==> config.mk <==
export PLATFORM = sky130hd
export DESIGN_NAME = uart_tx_arb
export DESIGN_NICKNAME = d
export VERILOG_FILES = /design/src/rtl/uart_tx_arb.sv
export SDC_FILE = /design/constraint.sdc
export NUM_CORES = 1
export LEC_CHECK = 0
export ABC_AREA = 1
export BUFFER_PORTS_ARGS = -buffer_cell sky130_fd_sc_hd__clkbuf_2
export CORE_MARGIN = 8
export CORE_UTILIZATION = 42
export CTS_CLUSTER_DIAMETER = 30
export DETAILED_ROUTE_END_ITERATION = 8
export GPL_TIMING_DRIVEN = 1
export PLACE_DENSITY = 0.71
export SETUP_SLACK_MARGIN = 0.3
export SLEW_MARGIN = 30
export SYNTH_ARGS = -nofsm -noshare
export SYNTH_HDL_FRONTEND = slang
export SYNTH_SLANG_ARGS = --single-unit
==> constraint.sdc <==
create_clock -name bus_clk -period 3 [get_ports bus_clk]
set_input_delay 0.6 -clock bus_clk [delete_from_list [all_inputs] [get_ports bus_clk]]
set_output_delay 0.6 -clock bus_clk [all_outputs]
set_load 0.005 [all_outputs]
==> src/rtl/uart_tx_arb.sv <==
// Shares the simpleuart transmit data port among NREQ requesters. A requester
// keeps the UART for a whole message; messages are served round-robin.
module uart_tx_arb #(
  parameter int NREQ    = 4,
  parameter int TIMEOUT = 65535
) (
  input  logic                bus_clk,
  input  logic                bus_reset,
  input  logic [NREQ-1:0]     req_valid,
  input  logic [8*NREQ-1:0]   req_data,
  input  logic [NREQ-1:0]     req_last,
  output logic [NREQ-1:0]     req_ready,
  output logic [NREQ-1:0]     grant,
  output logic                busy,
  output logic                uart_we,
  output logic [31:0]         uart_di,
  input  logic                uart_ack
);

  localparam int IW = $clog2(NREQ);
  localparam int CW = (TIMEOUT > 0) ? $clog2(TIMEOUT + 1) : 1;
  localparam logic [CW-1:0] CNT_LAST  = CW'((TIMEOUT > 0) ? TIMEOUT - 1 : 0);
  localparam logic [IW-1:0] OWNER_RST = IW'(NREQ - 1);

  typedef enum logic [1:0] {
    ST_IDLE = 2'd0,
    ST_SEND = 2'd1,
    ST_HOLD = 2'd2
  } state_t;

  state_t          state_r, state_s;
  logic [IW-1:0]   owner_r, owner_s;
  logic [IW-1:0]   last_owner_r, last_owner_s;
  logic [NREQ-1:0] grant_r, grant_s;
  logic [7:0]      byte_r, byte_s;
  logic            last_r, last_s;
  logic [CW-1:0]   idle_cnt_r, idle_cnt_s;
  logic            win_found_s;
  logic [IW-1:0]   win_idx_s;
  logic [IW-1:0]   cand_s;
  logic [7:0]      req_byte_s [NREQ];

  for (genvar g = 0; g < NREQ; g++) begin : g_byte
    assign req_byte_s[g] = req_data[8*g +: 8];
  end

  // Round-robin scan starting just after the owner of the previous message.
  always_comb begin
    win_found_s = 1'b0;
    win_idx_s   = last_owner_r;
    cand_s      = '0;
    for (int k = 1; k <= NREQ; k++) begin
      cand_s = IW'((int'(last_owner_r) + k) % NREQ);
      if (!win_found_s && req_valid[cand_s]) begin
        win_found_s = 1'b1;
        win_idx_s   = cand_s;
      end else begin
        win_found_s = win_found_s;
      end
    end
  end

  // Next-state logic: message lock, byte latch and idle-lock timeout.
  always_comb begin
    state_s      = state_r;
    owner_s      = owner_r;
    last_owner_s = last_owner_r;
    grant_s      = grant_r;
    byte_s       = byte_r;
    last_s       = last_r;
    idle_cnt_s   = idle_cnt_r;
    case (state_r)
      ST_IDLE: begin
        if (win_found_s) begin
          owner_s = win_idx_s;
          grant_s = {{(NREQ-1){1'b0}}, 1'b1} << win_idx_s;
          byte_s  = req_byte_s[win_idx_s];
          last_s  = req_last[win_idx_s];
          state_s = ST_SEND;
        end else begin
          state_s = ST_IDLE;
        end
      end
      ST_SEND: begin
        if (uart_ack && last_r) begin
          last_owner_s = owner_r;
          grant_s      = '0;
          state_s      = ST_IDLE;
        end else if (uart_ack) begin
          idle_cnt_s = '0;
          state_s    = ST_HOLD;
        end else begin
          state_s = ST_SEND;
        end
      end
      ST_HOLD: begin
        // A byte arriving on the timeout cycle keeps the lock.
        if (req_valid[owner_r]) begin
          byte_s  = req_byte_s[owner_r];
          last_s  = req_last[owner_r];
          state_s = ST_SEND;
        end else if ((TIMEOUT != 0) && (idle_cnt_r == CNT_LAST)) begin
          last_owner_s = owner_r;
          grant_s      = '0;
          state_s      = ST_IDLE;
        end else begin
          idle_cnt_s = idle_cnt_r + CW'(1);
        end
      end
      default: begin
        grant_s = '0;
        state_s = ST_IDLE;
      end
    endcase
  end

  // State and datapath registers with synchronous reset.
  always_ff @(posedge bus_clk) begin
    if (bus_reset) begin
      state_r      <= ST_IDLE;
      owner_r      <= '0;
      last_owner_r <= OWNER_RST;
      grant_r      <= '0;
      byte_r       <= 8'h00;
      last_r       <= 1'b0;
      idle_cnt_r   <= '0;
    end else begin
      state_r      <= state_s;
      owner_r      <= owner_s;
      last_owner_r <= last_owner_s;
      grant_r      <= grant_s;
      byte_r       <= byte_s;
      last_r       <= last_s;
      idle_cnt_r   <= idle_cnt_s;
    end
  end

  assign grant     = grant_r;
  assign busy      = (state_r != ST_IDLE);
  assign uart_we   = (state_r == ST_SEND);
  assign uart_di   = (state_r == ST_SEND) ? {24'd0, byte_r} : 32'd0;
  assign req_ready = ((state_r == ST_SEND) && uart_ack && !bus_reset) ? grant_r : '0;

endmodule

## Word-level counts from Yosys, hierarchy flattened

Index checks and enable logic that the tools add are counted.

- Add/sub/neg operators: 5
- Magnitude comparators: 8
- Equal/unequal tests: 12
- Shift-type cells: 1
- Multiplexer cells: 56
- Bitwise operators: 2
- Reduce and logical (&&, ||, !) cells: 19

Operators with widths:

| operator | count |
|---|---|
| 16-bit 2-to-1 mux | 4 |
| 8-bit 2-to-1 mux | 7 |
| 8-bit binary-select mux with 2-bit select | 2 |
| 16-bit case mux with 2 select lines | 1 |
| 2-bit 2-to-1 mux | 11 |
| 4-bit 2-to-1 mux | 5 |
| 2-bit by 3-bit less-than comparator with 1-bit output, second input constant | 6 |
| 16-bit by 1-bit adder with 16-bit output, second input constant | 1 |
| 16-bit equality test, second input constant | 1 |
| 8-bit case mux with 2 select lines | 1 |
| 1-bit binary-select mux with 2-bit select | 7 |
| 1-bit 2-to-1 mux | 14 |
| 2-bit inequality test, second input constant | 6 |
| 4-bit case mux with 3 select lines | 1 |
| 4-bit AND reduction | 2 |
| 3-bit >= comparator, second input constant | 2 |
| 1-bit logical AND | 6 |
| 2-bit NOT with 3-bit output | 2 |
| 2-bit case mux with 3 select lines | 1 |
| 2-bit nonzero test | 3 |
| 5-bit AND reduction | 1 |
| 2-bit by 1-bit adder with 2-bit output, second input constant | 2 |
| 2-bit adder, second input constant | 2 |
| 1-bit zero test | 4 |
| 10 further kinds | 11 |

- Register bits: 35
- Bits of input ports: 43
- Output and inout port bits: 42

## Logic depth before layout (Yosys ltp)

- Depth in word-level cells: 19
- Mapped depth: 17
- Depth with buffers taken out: 16

## Worst setup path before layout

No wires, ideal clock.

- Kind: input port to flip-flop
- Start point: in req_valid[2]
- End point: reg byte_r[3]
- Library setup time: 0.109 ns
- Data arrival time: 1.674 ns
- Data required time: 2.891 ns
- Setup slack: 1.217 ns
- Stages: 15
- Path buffers: 1
- Cell sequence: nand2_1 -> nand2_2 -> nand2_2 -> nand2_4 -> inv_4 -> nand3_4 -> nand2_4 -> buf_8 -> nand2_2 -> nand2_1 -> nand2_1 -> nand3_1 -> nand3_1 -> nand2_1 -> inv_1

- Longest elaborated chain between the ends: 18

RTL lines:

| element | RTL line | text |
|---|---|---|
| start, declared | 9 | `input logic [NREQ-1:0] req_valid,` |
| 1-bit binary-select mux with 2-bit select | 54 | `if (!win_found_s && req_valid[cand_s]) begin` |
| 1-bit 2-to-1 mux (not written as such) | 54 |  |
| 1-bit 2-to-1 mux | 54 |  |
| 1-bit zero test | 54 |  |
| 1-bit logical AND | 54 |  |
| 1-bit 2-to-1 mux | 54 |  |
| 1-bit zero test | 54 |  |
| 1-bit logical AND | 54 |  |
| 1-bit 2-to-1 mux | 54 |  |
| 1-bit zero test | 54 |  |
| 1-bit logical AND | 54 |  |
| 2-bit 2-to-1 mux | 54 |  |
| 2-bit NOT with 3-bit output (not written as such) | 77 | `byte_s = req_byte_s[win_idx_s];` |
| 8-bit binary-select mux with 2-bit select | 77 |  |
| 8-bit 2-to-1 mux (not written as such) (2 in series) | 77 |  |
| 8-bit 2-to-1 mux | 74 | `if (win_found_s) begin` |
| 8-bit case mux with 2 select lines | 72 | `case (state_r)` |
| end signal, assigned | 132 | `byte_r <= byte_s;` |
| end, declared | 35 | `logic [7:0] byte_r, byte_s;` |

Several ways; a longest one is shown, not always the timed one. The select of a mux whose other input is x is not followed.
A chain may end at the register's enable or synchronous reset.

## Worst setup path after layout

- Start point: reg state_r[0]
- End point: reg idle_cnt_r[6]

- Longest elaborated chain between the ends: 3

RTL lines:

| element | RTL line | text |
|---|---|---|
| start, declared | 31 | `state_t state_r, state_s;` |
| start signal, assigned | 128 | `state_r <= state_s;` |
| 2-bit equality test or 2-bit by 1-bit equality test with 1-bit output (tied branches) | 72 |  |
| 2-bit inequality test (no source line) (tied with other cells) | n/a |  |
| 5-bit AND reduction (no source line) | n/a |  |
| end signal, assigned | 134 | `idle_cnt_r <= idle_cnt_s;` |
| end, declared | 37 | `logic [CW-1:0] idle_cnt_r, idle_cnt_s;` |

Several ways; a longest one is shown, not always the timed one.

==> reports/metrics.cfg <==
[yosys]
synthCells=532
yosysTopAreaCellShare_pct=22.0
synth_top_family_by_area=simple AND/OR/NAND/NOR gates
async_reset_ff_share_pct=0
yosysWarnings=0
synth_compound_area_share_pct=11.4
syn_area_mm2=0.00318
synth_xor_area_share_pct=2.48
synth_seq_area_share_pct=22.0
yosysTopAreaCell=dfxtp_1
yosys_most_used_dff=dfxtp_1
synth-edff-count=0
muxShareOfSynthArea_pct=0
syn_avg_cell_area_um2=5.98
synth_adder_area_share_pct=2.36
ys_ff_latch=35
netlist_top_cells_area=dfxtp_1 (22%), nand2_1 (14%), nand3_1 (10%)
synth_cell_types=35
synthSimpleGateAreaFrac_pct=44.2

[power]
vdd_ir_drop_max_mv=0.306
cellPowerDensity_mw_per_mm2=898
leakage_nw=1.77

[placed_design]
place_congestion=0.869
place.detailed.hpwl_um=6880
io_buffers=60

[timing]
setup_viol=0
final_hold_viol_count=0
maxSlewViolCount=0
rsz0062_at_grt=no
fin_crit_ns=2.35
fin_tns_setup_ns=0
timing.final.crit_share_pct=78.5
finalClockSkew_ns=0.00521
max_freq_mhz=425

[routing]
wl_per_cell_um=13.3
ant_nets=0
dr.pass1.iters=5
viasPerCell=5.16
drt_iter0_drc=220
vias=3522
routed_wl_um=9100
drc=0

[grt]
grt_pass1_vias=3331
antenna_found_initial=0
grt_max_degree=25
grt_pass1_wl_um=14800
overflow=0
grt_use_total_pct=17.2

[setup_path]
end_kind=register
cp.required_ns=3.23
crit_fanout=13
worstReg2RegEnd=idle_cnt_r[6]
r2r_cells=11
critical_path.startpoint=state_r[0]
arrival_ns=2.59
startpoint_type=register
crit_type=register to register
rr_startpoint=state_r[0]
r2r_slack_ns=0.65

[clock_network]
insertion_delay_ns=0.29
cts-buffers-inserted=5
cts_root_buf=clkbuf_8
path_clk_slew_ns=0.07
cts_max_level=2
cts_tree=yes
cts_buffer_depth=2
cts.sinks=35
post-cts-setup-buffers=0

[floorplan]
initial_core_util_pct=43.6
coreArea_mm2=0.00729
dieWidth_um=103
dieArea_mm2=0.0106
fp.dieH_um=103
rows=31
io-pin-count=85

[min_path]
min_from=grant[2]
min_to=grant[2]
min_path_cells=2
hp-class=register to register

[cells_and_area]
diodes=0
fin_nets=631
drive_gt1_share_pct=19.2
fin_util_pct=48.7
area_growth_pct=11.7
mostFrequentLayoutCell=nand2_1
layout.cells.most_common_list=nand2_1 (122), nand3_1 (66), clkbuf_2 (60), inv_1 (59), nor2_1 (58)

[run]
cap_viol_max_count=0

[status]
status=finished clean

==> state kept, by name (all words and copies together) (netlist names) <==
register	flops
last_owner_r	2
last_r	1
owner_r	2
idle_cnt_r	16
state_r	2
byte_r	8
grant	4
==> cell families after synthesis <==
family | count (synthesis)
other | 1
buffers and inverters | 112
XOR/XNOR | 9
AND/OR/NAND/NOR | 302
flip-flops | 35
AO/OA/AOI/OAI | 67
adder cells (fa/ha/maj) | 6
==> metal layers <==
layer / track usage [%] / wire length, um
met1: 21.2 / 3990
met3: 3.85 / 676
met5: 0 / 0
met2: 29.4 / 4280
met4: 4.23 / 155
==> how the worst max path moves through the flow <==
stage,end,cells past startpoint
floorplan,byte_r[3],15
global placement,byte_r[1],15
detailed placement,idle_cnt_r[2],11
CTS,byte_r[6],15
global route,idle_cnt_r[3],10
finish,idle_cnt_r[6],11
==> worst max-delay path, stage by stage, from the launching register on <==
cell and delay (ns):
dfxtp_1 0.38, inv_1 0.08, ha_1 0.35, nand3_1 0.21
o21ai_1 0.11, inv_1 0.07, nand2_1 0.29, nor2_1 0.33
nand2_1 0.15, o21ai_0 0.19, nand2_1 0.07, nor2_1 0.08
==> per-stage QoR <==
stage                     hold WS, ns  worst slack (ns)  power [mW]  std cells  cell area (um^2)
after global placement          0.463             0.609        2.67        674              3430
after detailed placement        0.474             0.561        2.71        674              3430
after CTS                       0.485             0.561        3.17        682              3550
after global routing            0.512             0.328        3.48        682              3550
final                           0.484             0.645        3.19        682              3550
after floorplan                 0.443              1.22        2.34        555              3270
==> Yosys cell counts, types with 2 or more instances <==
master,number
a21oi_1,24
buf_2,5
buf_4,28
clkbuf_1,10
dfxtp_1,35
ha_1,6
inv_1,59
inv_2,6
nand2_1,122
nand2_2,21
nand2_4,6
nand3_1,66
nand3b_1,11
nand4_1,7
nor2_1,58
nor3_1,5
nor4_1,2
o211ai_1,3
o21ai_0,27
o22ai_1,9
xnor2_1,2
xor2_1,7
==> power by group <==
part / internal (mW) / switching (mW) / leakage [nW]
logic: 0.664 / 1.41 / 1.43
registers: 0.577 / 0.0948 / 0.286
clock network: 0.269 / 0.177 / 0.0612
total: 1.51 / 1.68 / 1.77
==> area by class of cell <==
type                       count  area [um^2]
fill                         784         3740
clock inverter                 2         35.0
multi-input combinational    408         2010
clock buffer                   6         82.6
inverter                      66          250
timing repair buffer          66          345
sequential                    35          702
tap                           99          124
==> repair_timing <==
item | in CTS | in global routing
endpoints found under the setup margin | 0 | 3
gates resized for setup | 0 | 2
hold buffers | 0 | 0
(Power assumes the default switching activity.)
